**src/rtl/core_mc.sv**
```systemverilog
// core_mc: multi-cycle 6502-subset sequencer (A/X/Y/P, imm/zp/abs, stores, JMP abs).
// Optional CORE_RDY_EN adds an rdy input that stretches read cycles.
module core_mc #(
   parameter logic [15:0] RESET_PC = 16'h0000,
   parameter logic [7:0]  ZP_PAGE  = 8'h00
) (
   input  logic        clk,
   input  logic        rst,
   output logic        RW,
   output logic [15:0] AD,
   input  logic [7:0]  D_in,
`ifdef CORE_RDY_EN
   input  logic        rdy,
`endif
   output logic [7:0]  D_out,
   output logic        sync,
   output logic [7:0]  A_dbg,
   output logic [7:0]  X_dbg,
   output logic [7:0]  Y_dbg,
   output logic [7:0]  P_dbg
);

   typedef enum logic [4:0] {
      FETCH   = 5'b00001,
      DECODE  = 5'b00010,
      ADDR_LO = 5'b00100,
      ADDR_HI = 5'b01000,
      EXEC    = 5'b10000
   } state_t;

   typedef enum logic [2:0] {M_IMP, M_IMM, M_ZP, M_ABS, M_JMP} mode_t;

   typedef enum logic [4:0] {
      K_NOP, K_LDA, K_LDX, K_LDY, K_STA, K_STX, K_STY, K_ADC, K_AND, K_ORA, K_EOR,
      K_TAX, K_TAY, K_TXA, K_TYA, K_INX, K_INY, K_DEX, K_DEY, K_CLC, K_SEC, K_JMP
   } kind_t;

   state_t      state_q, state_d;
   logic [15:0] pc;
   logic [7:0]  ir, lo, a, x, y;
   logic        n, v, z, c;
   logic [7:0]  data, op, src, dout, res;
   logic [15:0] ad;
   logic        rw, stall, pc_inc, pc_load, commit, is_store, set_nz;
   mode_t       mode;
   kind_t       kind;
   logic [7:0]  a_d, x_d, y_d;
   logic        n_d, v_d, z_d, c_d;
   logic [8:0]  sum9;

`ifdef CORE_RDY_EN
   // A stalled read keeps the byte that arrived on its first cycle, so the
   // address computed from it (and the value consumed) stays stable.
   logic       stalled;
   logic [7:0] din_hold;
   assign stall = !rdy && rw;
   assign data  = stalled ? din_hold : D_in;
   always_ff @(posedge clk) begin
      if (rst) begin
         stalled  <= 1'b0;
         din_hold <= 8'h00;
      end else if (stall) begin
         stalled <= 1'b1;
         if (!stalled) din_hold <= D_in;
      end else begin
         stalled <= 1'b0;
      end
   end
`else
   assign stall = 1'b0;
   assign data  = D_in;
`endif

   // In DECODE the opcode is still on the bus; afterwards it lives in IR.
   assign op = (state_q == DECODE) ? data : ir;

   always_comb begin
      kind = K_NOP;
      mode = M_IMP;
      case (op)
         8'hA9, 8'hA2, 8'hA0, 8'h69, 8'h29, 8'h09, 8'h49: mode = M_IMM;
         8'hA5, 8'hA6, 8'hA4, 8'h65, 8'h25, 8'h05, 8'h45,
         8'h85, 8'h86, 8'h84:                             mode = M_ZP;
         8'hAD, 8'hAE, 8'hAC, 8'h6D, 8'h2D, 8'h0D, 8'h4D,
         8'h8D, 8'h8E, 8'h8C:                             mode = M_ABS;
         8'h4C:                                           mode = M_JMP;
         default:                                         mode = M_IMP;
      endcase
      case (op)
         8'hA9, 8'hA5, 8'hAD: kind = K_LDA;
         8'hA2, 8'hA6, 8'hAE: kind = K_LDX;
         8'hA0, 8'hA4, 8'hAC: kind = K_LDY;
         8'h85, 8'h8D:        kind = K_STA;
         8'h86, 8'h8E:        kind = K_STX;
         8'h84, 8'h8C:        kind = K_STY;
         8'h69, 8'h65, 8'h6D: kind = K_ADC;
         8'h29, 8'h25, 8'h2D: kind = K_AND;
         8'h09, 8'h05, 8'h0D: kind = K_ORA;
         8'h49, 8'h45, 8'h4D: kind = K_EOR;
         8'hAA: kind = K_TAX;
         8'hA8: kind = K_TAY;
         8'h8A: kind = K_TXA;
         8'h98: kind = K_TYA;
         8'hE8: kind = K_INX;
         8'hC8: kind = K_INY;
         8'hCA: kind = K_DEX;
         8'h88: kind = K_DEY;
         8'h18: kind = K_CLC;
         8'h38: kind = K_SEC;
         8'h4C: kind = K_JMP;
         default: kind = K_NOP;
      endcase
   end

   assign is_store = (kind == K_STA) || (kind == K_STX) || (kind == K_STY);
   assign src      = (kind == K_STA) ? a : (kind == K_STX) ? x : y;
   assign sum9     = {1'b0, a} + {1'b0, data} + {8'h00, c};

   always_comb begin
      a_d = a; x_d = x; y_d = y;
      n_d = n; v_d = v; z_d = z; c_d = c;
      res = 8'h00;
      set_nz = 1'b1;
      case (kind)
         K_LDA: begin a_d = data; res = data; end
         K_LDX: begin x_d = data; res = data; end
         K_LDY: begin y_d = data; res = data; end
         K_ADC: begin
            a_d = sum9[7:0]; res = sum9[7:0]; c_d = sum9[8];
            v_d = (a[7] == data[7]) && (sum9[7] != a[7]);
         end
         K_AND: begin a_d = a & data; res = a & data; end
         K_ORA: begin a_d = a | data; res = a | data; end
         K_EOR: begin a_d = a ^ data; res = a ^ data; end
         K_TAX: begin x_d = a; res = a; end
         K_TAY: begin y_d = a; res = a; end
         K_TXA: begin a_d = x; res = x; end
         K_TYA: begin a_d = y; res = y; end
         K_INX: begin x_d = x + 8'd1; res = x + 8'd1; end
         K_INY: begin y_d = y + 8'd1; res = y + 8'd1; end
         K_DEX: begin x_d = x - 8'd1; res = x - 8'd1; end
         K_DEY: begin y_d = y - 8'd1; res = y - 8'd1; end
         K_CLC: begin c_d = 1'b0; set_nz = 1'b0; end
         K_SEC: begin c_d = 1'b1; set_nz = 1'b0; end
         default: set_nz = 1'b0;
      endcase
      if (set_nz) begin
         n_d = res[7];
         z_d = (res == 8'h00);
      end
   end

   assign commit = !stall && (((state_q == DECODE) && (mode == M_IMP)) || (state_q == EXEC));

   always_comb begin
      state_d = state_q;
      ad      = pc;
      rw      = 1'b1;
      dout    = 8'h00;
      pc_inc  = 1'b0;
      pc_load = 1'b0;
      case (state_q)
         FETCH: begin pc_inc = 1'b1; state_d = DECODE; end
         DECODE: begin
            if (mode == M_IMP) state_d = FETCH;
            else begin
               pc_inc  = 1'b1;
               state_d = (mode == M_IMM) ? EXEC : ADDR_LO;
            end
         end
         ADDR_LO: begin
            if (mode == M_ZP) begin
               ad = {ZP_PAGE, data};
               if (is_store) begin rw = 1'b0; dout = src; state_d = FETCH; end
               else state_d = EXEC;
            end else begin
               pc_inc  = 1'b1;
               state_d = ADDR_HI;
            end
         end
         ADDR_HI: begin
            if (mode == M_JMP) begin pc_load = 1'b1; state_d = FETCH; end
            else begin
               ad = {data, lo};
               if (is_store) begin rw = 1'b0; dout = src; state_d = FETCH; end
               else state_d = EXEC;
            end
         end
         EXEC:    state_d = FETCH;
         default: state_d = FETCH;
      endcase
   end

   always_ff @(posedge clk) begin
      if (rst) state_q <= FETCH;
      else if (!stall) state_q <= state_d;
   end

   always_ff @(posedge clk) begin
      if (rst) begin
         pc <= RESET_PC; ir <= 8'h00; lo <= 8'h00;
         a <= 8'h00; x <= 8'h00; y <= 8'h00;
         n <= 1'b0; v <= 1'b0; z <= 1'b0; c <= 1'b0;
      end else if (!stall) begin
         if (pc_load) pc <= {data, lo};
         else if (pc_inc) pc <= pc + 16'd1;
         if (state_q == DECODE) ir <= data;
         if (state_q == ADDR_LO) lo <= data;
         if (commit) begin
            a <= a_d; x <= x_d; y <= y_d;
            n <= n_d; v <= v_d; z <= z_d; c <= c_d;
         end
      end
   end

   // Reset forces a read so an interrupted store never reaches memory.
   assign RW    = rst ? 1'b1 : rw;
   assign D_out = rst ? 8'h00 : dout;
   assign AD    = ad;
   assign sync  = (state_q == FETCH);
   assign A_dbg = a;
   assign X_dbg = x;
   assign Y_dbg = y;
   assign P_dbg = {n, v, 1'b1, 3'b000, z, c};

endmodule

```
**config.mk**
```make
export PLATFORM = sky130hd
export DESIGN_NAME = core_mc
export DESIGN_NICKNAME = d
export VERILOG_FILES = /design/src/rtl/core_mc.sv
export SDC_FILE = /design/constraint.sdc
export NUM_CORES = 1
export LEC_CHECK = 0
export BUFFER_PORTS_ARGS = -buffer_cell sky130_fd_sc_hd__buf_4
export CORE_UTILIZATION = 50
export CTS_BUF_LIST = sky130_fd_sc_hd__clkbuf_2
export CTS_CLUSTER_SIZE = 24
export DETAILED_ROUTE_END_ITERATION = 8
export HOLD_SLACK_MARGIN = 0.08
export PLACE_DENSITY = 0.69
export SLEW_MARGIN = 20
export SYNTH_ARGS = -nofsm -noshare
export SYNTH_HDL_FRONTEND = slang
export SYNTH_SLANG_ARGS = --single-unit
```
**constraint.sdc**
```tcl
create_clock -name clk -period 5.95 [get_ports clk]
set_clock_uncertainty 0.1 [all_clocks]
set_input_delay 0.2975 -clock clk [delete_from_list [all_inputs] [get_ports clk]]
set_output_delay 0.2975 -clock clk [all_outputs]
set_load 0.01 [all_outputs]
```
# Word level (Yosys, flattened, before mapping)
# Cells that the tools add are included.
[word_totals]
word_cells = 160
ff_bits = 65
output_inout_bits = 58
inputBits = 10
[op_classes]
reduce_logical = 34
eq_ne = 68
n_bitwise = 3
n_addsub = 7
muxes = 37
[op_table]
columns = ["op", "n"]
rows = [
  ["equality test 8 bit, second input constant", 23],
  ["case mux 5 bit (21 select lines)", 1],
  ["case mux 8 bit (12 select lines)", 1],
  ["two-way mux 16 bit", 4],
  ["case mux 8 bit (4 select lines)", 2],
  ["equality test 8 x 7 -> 1 bit, second input constant", 7],
  ["two-way mux 8 bit", 7],
  ["case mux 8 bit (7 select lines)", 1],
  ["equality test 5 x 4 -> 1 bit, second input constant", 9],
  ["equality test 8 x 6 -> 1 bit, second input constant", 4],
  ["case mux 16 bit (2 select lines)", 1],
  ["equality test 5 bit, second input constant", 6],
  ["equality test 5 x 3 -> 1 bit, second input constant", 5],
  ["two-way mux 5 bit", 5],
  ["OR reduction 3 bit", 8],
  ["case mux 5 bit (4 select lines)", 1],
  ["OR reduction 10 bit", 2],
  ["adder 16 x 1 -> 16 bit, second input constant", 1],
  ["adder 8 x 1 -> 8 bit, second input constant", 2],
  ["equality test 8 x 4 -> 1 bit, second input constant", 2],
  ["case mux 8 bit (2 select lines)", 1],
  ["subtractor 8 x 1 -> 8 bit, second input constant", 2],
  ["equality test 5 x 2 -> 1 bit, second input constant", 3],
  ["OR reduction 15 bit", 1],
  ["other kinds (28)", 50],
]

# Longest topological paths before layout
[depth]
depth_word = 12
depth_mapped = 14
mapped_depth_nobuf = 12

# Least setup slack after synthesis
# OpenSTA, ideal clock, no wires.
[synth_path]
kind = "reg-to-output"
start = "reg state_q[0]"
end = "out D_out[0]"
t_required_ps = 5553
setup_slack_ps = 2678
n_path_buf = 5
arrival_time_ps = 2875
stages_incl_launch_ff = 12
cell_sequence = "dfxtp_1 -> or4b_4 -> or2_0 -> buf_6 -> buf_6 -> buf_6 -> buf_2 -> clkbuf_1 -> nand3_1 -> o311a_1 -> o211ai_1 -> a211oi_1"
[synth_via]
elab_chain_cells = 12
elab_cells_between_ends = 71
[synth_lines]
columns = ["item", "line_no", "source"]
rows = [
  ["start: declaration", "38", "state_t state_q, state_d;"],
  ["start signal: assignment", "196", "else if (!stall) state_q <= state_d;"],
  ["equality test 5 x 2 -> 1 bit", "75", "assign op = (state_q == DECODE) ? data : ir;"],
  ["two-way mux 8 bit", "--", ""],
  ["equality test 8 x 7 -> 1 bit, or another cell as far along", "80, 89", ""],
  ["OR reduction 3 bit / OR reduction 2 bit (equally long branches)", "89", "case (op)"],
  ["case mux 5 bit (21 select lines)", "89", ""],
  ["equality test 5 x 3 -> 1 bit", "115, 116", ""],
  ["two-way mux 8 bit / logical OR 1 bit (equally long branches) (2 in a row)", "116, 115", ""],
  ["two-way mux 8 bit", "174, 185", ""],
  ["two-way mux 8 bit (on tied branches)", "182, 172", ""],
  ["case mux 8 bit (2 select lines) (*)", "162", "case (state_q)"],
  ["two-way mux 8 bit (*)", "218", "assign D_out = rst ? 8'h00 : dout;"],
  ["end: declaration", "15", "output logic [7:0] D_out,"],
]
# Mark *: on every way between the ends. The rest lies on a longest branch, timed or not.

# Final worst setup path
[layout_path]
start = "reg state_q[0]"
end = "out D_out[5]"
# Same word-level chain as after synthesis.

==> flow_summary.yaml <==
run:
  cap_violations: 0
timing:
  slew_viol_final: 0
  max_freq_mhz: 211
  tightest_slew_ns: 0.955
  layout_min_cycle_time_ns: 4.73
  setup_slack_ns: 1.22
  setup_tns_ns: 0
  fin_crit_sh_pct: 79.6
  max-slew-margin-rel_pct: 35.4
  setup_viol: 0
  hold_viol_final: 0
  grt_setup_unrepaired: "false"
clock_network:
  clock-sinks: 65
  worstSkewPairLatency_ns: 0.61
  cts_made_buffers: 9
  cts_root_buf: "clkbuf_2"
  postCtsSetupBuffers: 0
  path_clk_slew_ns: 0.24
  cts_buffer_depth: 2
  cts_tree: "yes"
  cts.htree.levels: 3
worst_hold_path:
  min_from: "D_in[2]"
  min_path_type: "input pin to flip-flop"
pwr:
  seqPwrFrac_pct: 45.0
  internal_power_uw: 686
  p_leak_nw: 2.66
  switching_share_pct: 33.0
  peakVddDrop_mv: 0.0959
  switchingPower_uw: 338
  pwr-share-comb_pct: 18.2
  power_frac_clock_pct: 36.7
  p_per_area_nw_per_um2: 143
layout:
  num_antenna_cells: 0
  nets: 958
  fillers: 1265
  final_common_cell: "nor2_1"
  drive_gt1_share_pct: 14.2
  areaGrowthSynthToFinish_pct: 9.20
  final_cell_mix: "nor2_1 (118), nand2_1 (88), a21oi_1 (71), buf_4 (71), dfxtp_1 (65)"
placed_design:
  io_buffers: 63
  pre_cts_ws_ns: 1.92
  gp_congestion: 0.980
  dpl.hpwl_um: 15900
yosys:
  synthDominantCellAreaShare_pct: 19.9
  synth_ff_type: "dfxtp_1"
  yosysSeqAreaShare_pct: 19.9
  synth_cells: 916
  synth_top_cell_by_area: "dfxtp_1"
  ys_warn_count: 0
  netlist_area_um2: 6550
  synth_area_leaders: "dfxtp_1 (20%), nor2_1 (6.8%), a21oi_1 (5.4%)"
  syn-mean-instance-area_um2: 7.15
  ys_ff_latch: 65
  synth_edf_count: 0
  synth_cell_types: 97
  async_flop_share_pct: 0
global_routing:
  track_usage_pct: 34.5
  grt_max_degree: 67
  grt_overflow: 0
  grt_pass1_vias: 6279
  grt_pass1_wl_um: 35600
  antenna_found_initial: 0
routing:
  drt_wl_total_um: 22900
  postRouteAntennaNets: 0
  dr.pass1.iters: 6
  vias: 7333
  drt_iter0_markers: 957
  wire_per_inst_um: 20.8
  drc_errors: 0
  avgViaCountPerCell: 6.65
floorplanning:
  io_pins: 68
  core_area_um2: 12700
  dieArea_um2: 13600
  rows: 41
  die-height_um: 116
  die_w_um: 116
  start_util_pct: 51.5
setup_path:
  path_max_fanout: 25
  cp.required_ns: 5.55
  critPathLaunchType: "flip-flop"
  reg2reg_from: "state_q[0]"
  startpoint: "state_q[0]"
  path_class: "flip-flop to output pin"
  arrival_ns: 4.34
  cp-end-kind: "output pin"
outcome:
  status: "finished clean"
kinds of logic (layout without fill, tap and decap cells):
logic type,after synthesis,count (layout),share of synthesized area [%]
DFF,65,65,19.9
xor gates and xnor gates,14,14,1.87
other,2,4,0.115
AOI/OAI and AO/OA,291,291,32.1
and+or+nand+nor,397,397,31.4
muxes,14,14,2.33
adders and majority gates,23,23,4.62
buffers and inverters,110,122,7.71
synth_stat cells, drive strengths merged (18+ instances only):
master,number
nand2,88
dfxtp,65
inv,28
clkbuf,58
a211oi,33
and3,20
a22oi,26
o21ai,55
nand3,31
ha,21
a21oi,74
nor3,20
nor2,122
nor2b,18
buf,24
what timing repair did:
item,CTS,global route
hold endpoints to repair,13,0
resized for setup,0,0
hold buffers,7,0
layer usage:
metal  global-route usage, %  routed length (µm)
met5                       0                   0
met4                    13.2                 567
met3                    7.73                2440
met2                    49.5                9810
met1                    49.6               10100
worst max-delay path: stages, from the launching register on:
cell and delay [ns]:
dfxtp_1 0.40, or4b_4 0.70, or2_1 0.28, buf_4 0.24, mux2i_1 0.19, a21oi_1 0.30
nor2b_1 0.63, o211ai_1 0.49, a211oi_1 0.34, buf_4 0.18
power by group through the flow:
stage	registers, mW	clock network (mW)	logic (mW)
floorplan	0.461	0	0.139
global placement	0.469	0	0.177
detailed placement	0.470	0	0.178
CTS	0.461	0.379	0.182
global route	0.464	0.394	0.200
finish	0.462	0.376	0.187
state kept, by name (all words and copies together) (netlist names):
signal	cells
pc	16
A_dbg	8
X_dbg	8
Y_dbg	8
ir	8
lo	8
state_q	5
c	1
n	1
v	1
z	1
stage by stage:
stage | hold WS, ns | utilization, % | cell area [µm²] | instances | power [mW]
floorplan | 0.346 | - | 6560 | 918 | 0.600
global placement | 0.365 | 54.3 | 6910 | 1079 | 0.646
detailed placement | 0.374 | 54.3 | 6910 | 1079 | 0.647
CTS | 0.0960 | 56.2 | 7150 | 1102 | 1.02
global route | 0.124 | 56.2 | 7160 | 1102 | 1.06
finish | 0.128 | 56.2 | 7160 | 1102 | 1.02
area by class of cell:
cell class	instances	area [µm²]	area share, %
clock buffers	9	45.0	0.629
repair buffers	78	603	8.43
inverters	28	105	1.47
flip-flops and latches	65	1300	18.2
multi-input cells	743	4770	66.6
clock inverters	7	119	1.66
well taps	172	215	3.01
final timing paths:
check / slack, ns / endpoint / depth (start not counted)
worst min register to register: 0.37 / pc[0] / 2
worst min-delay path: 0.13 / pc[10] / 5
worst max-delay path: 1.22 / D_out[5] / 9
worst max register to register: 2.11 / z / 10
(Power assumes the default switching activity.)
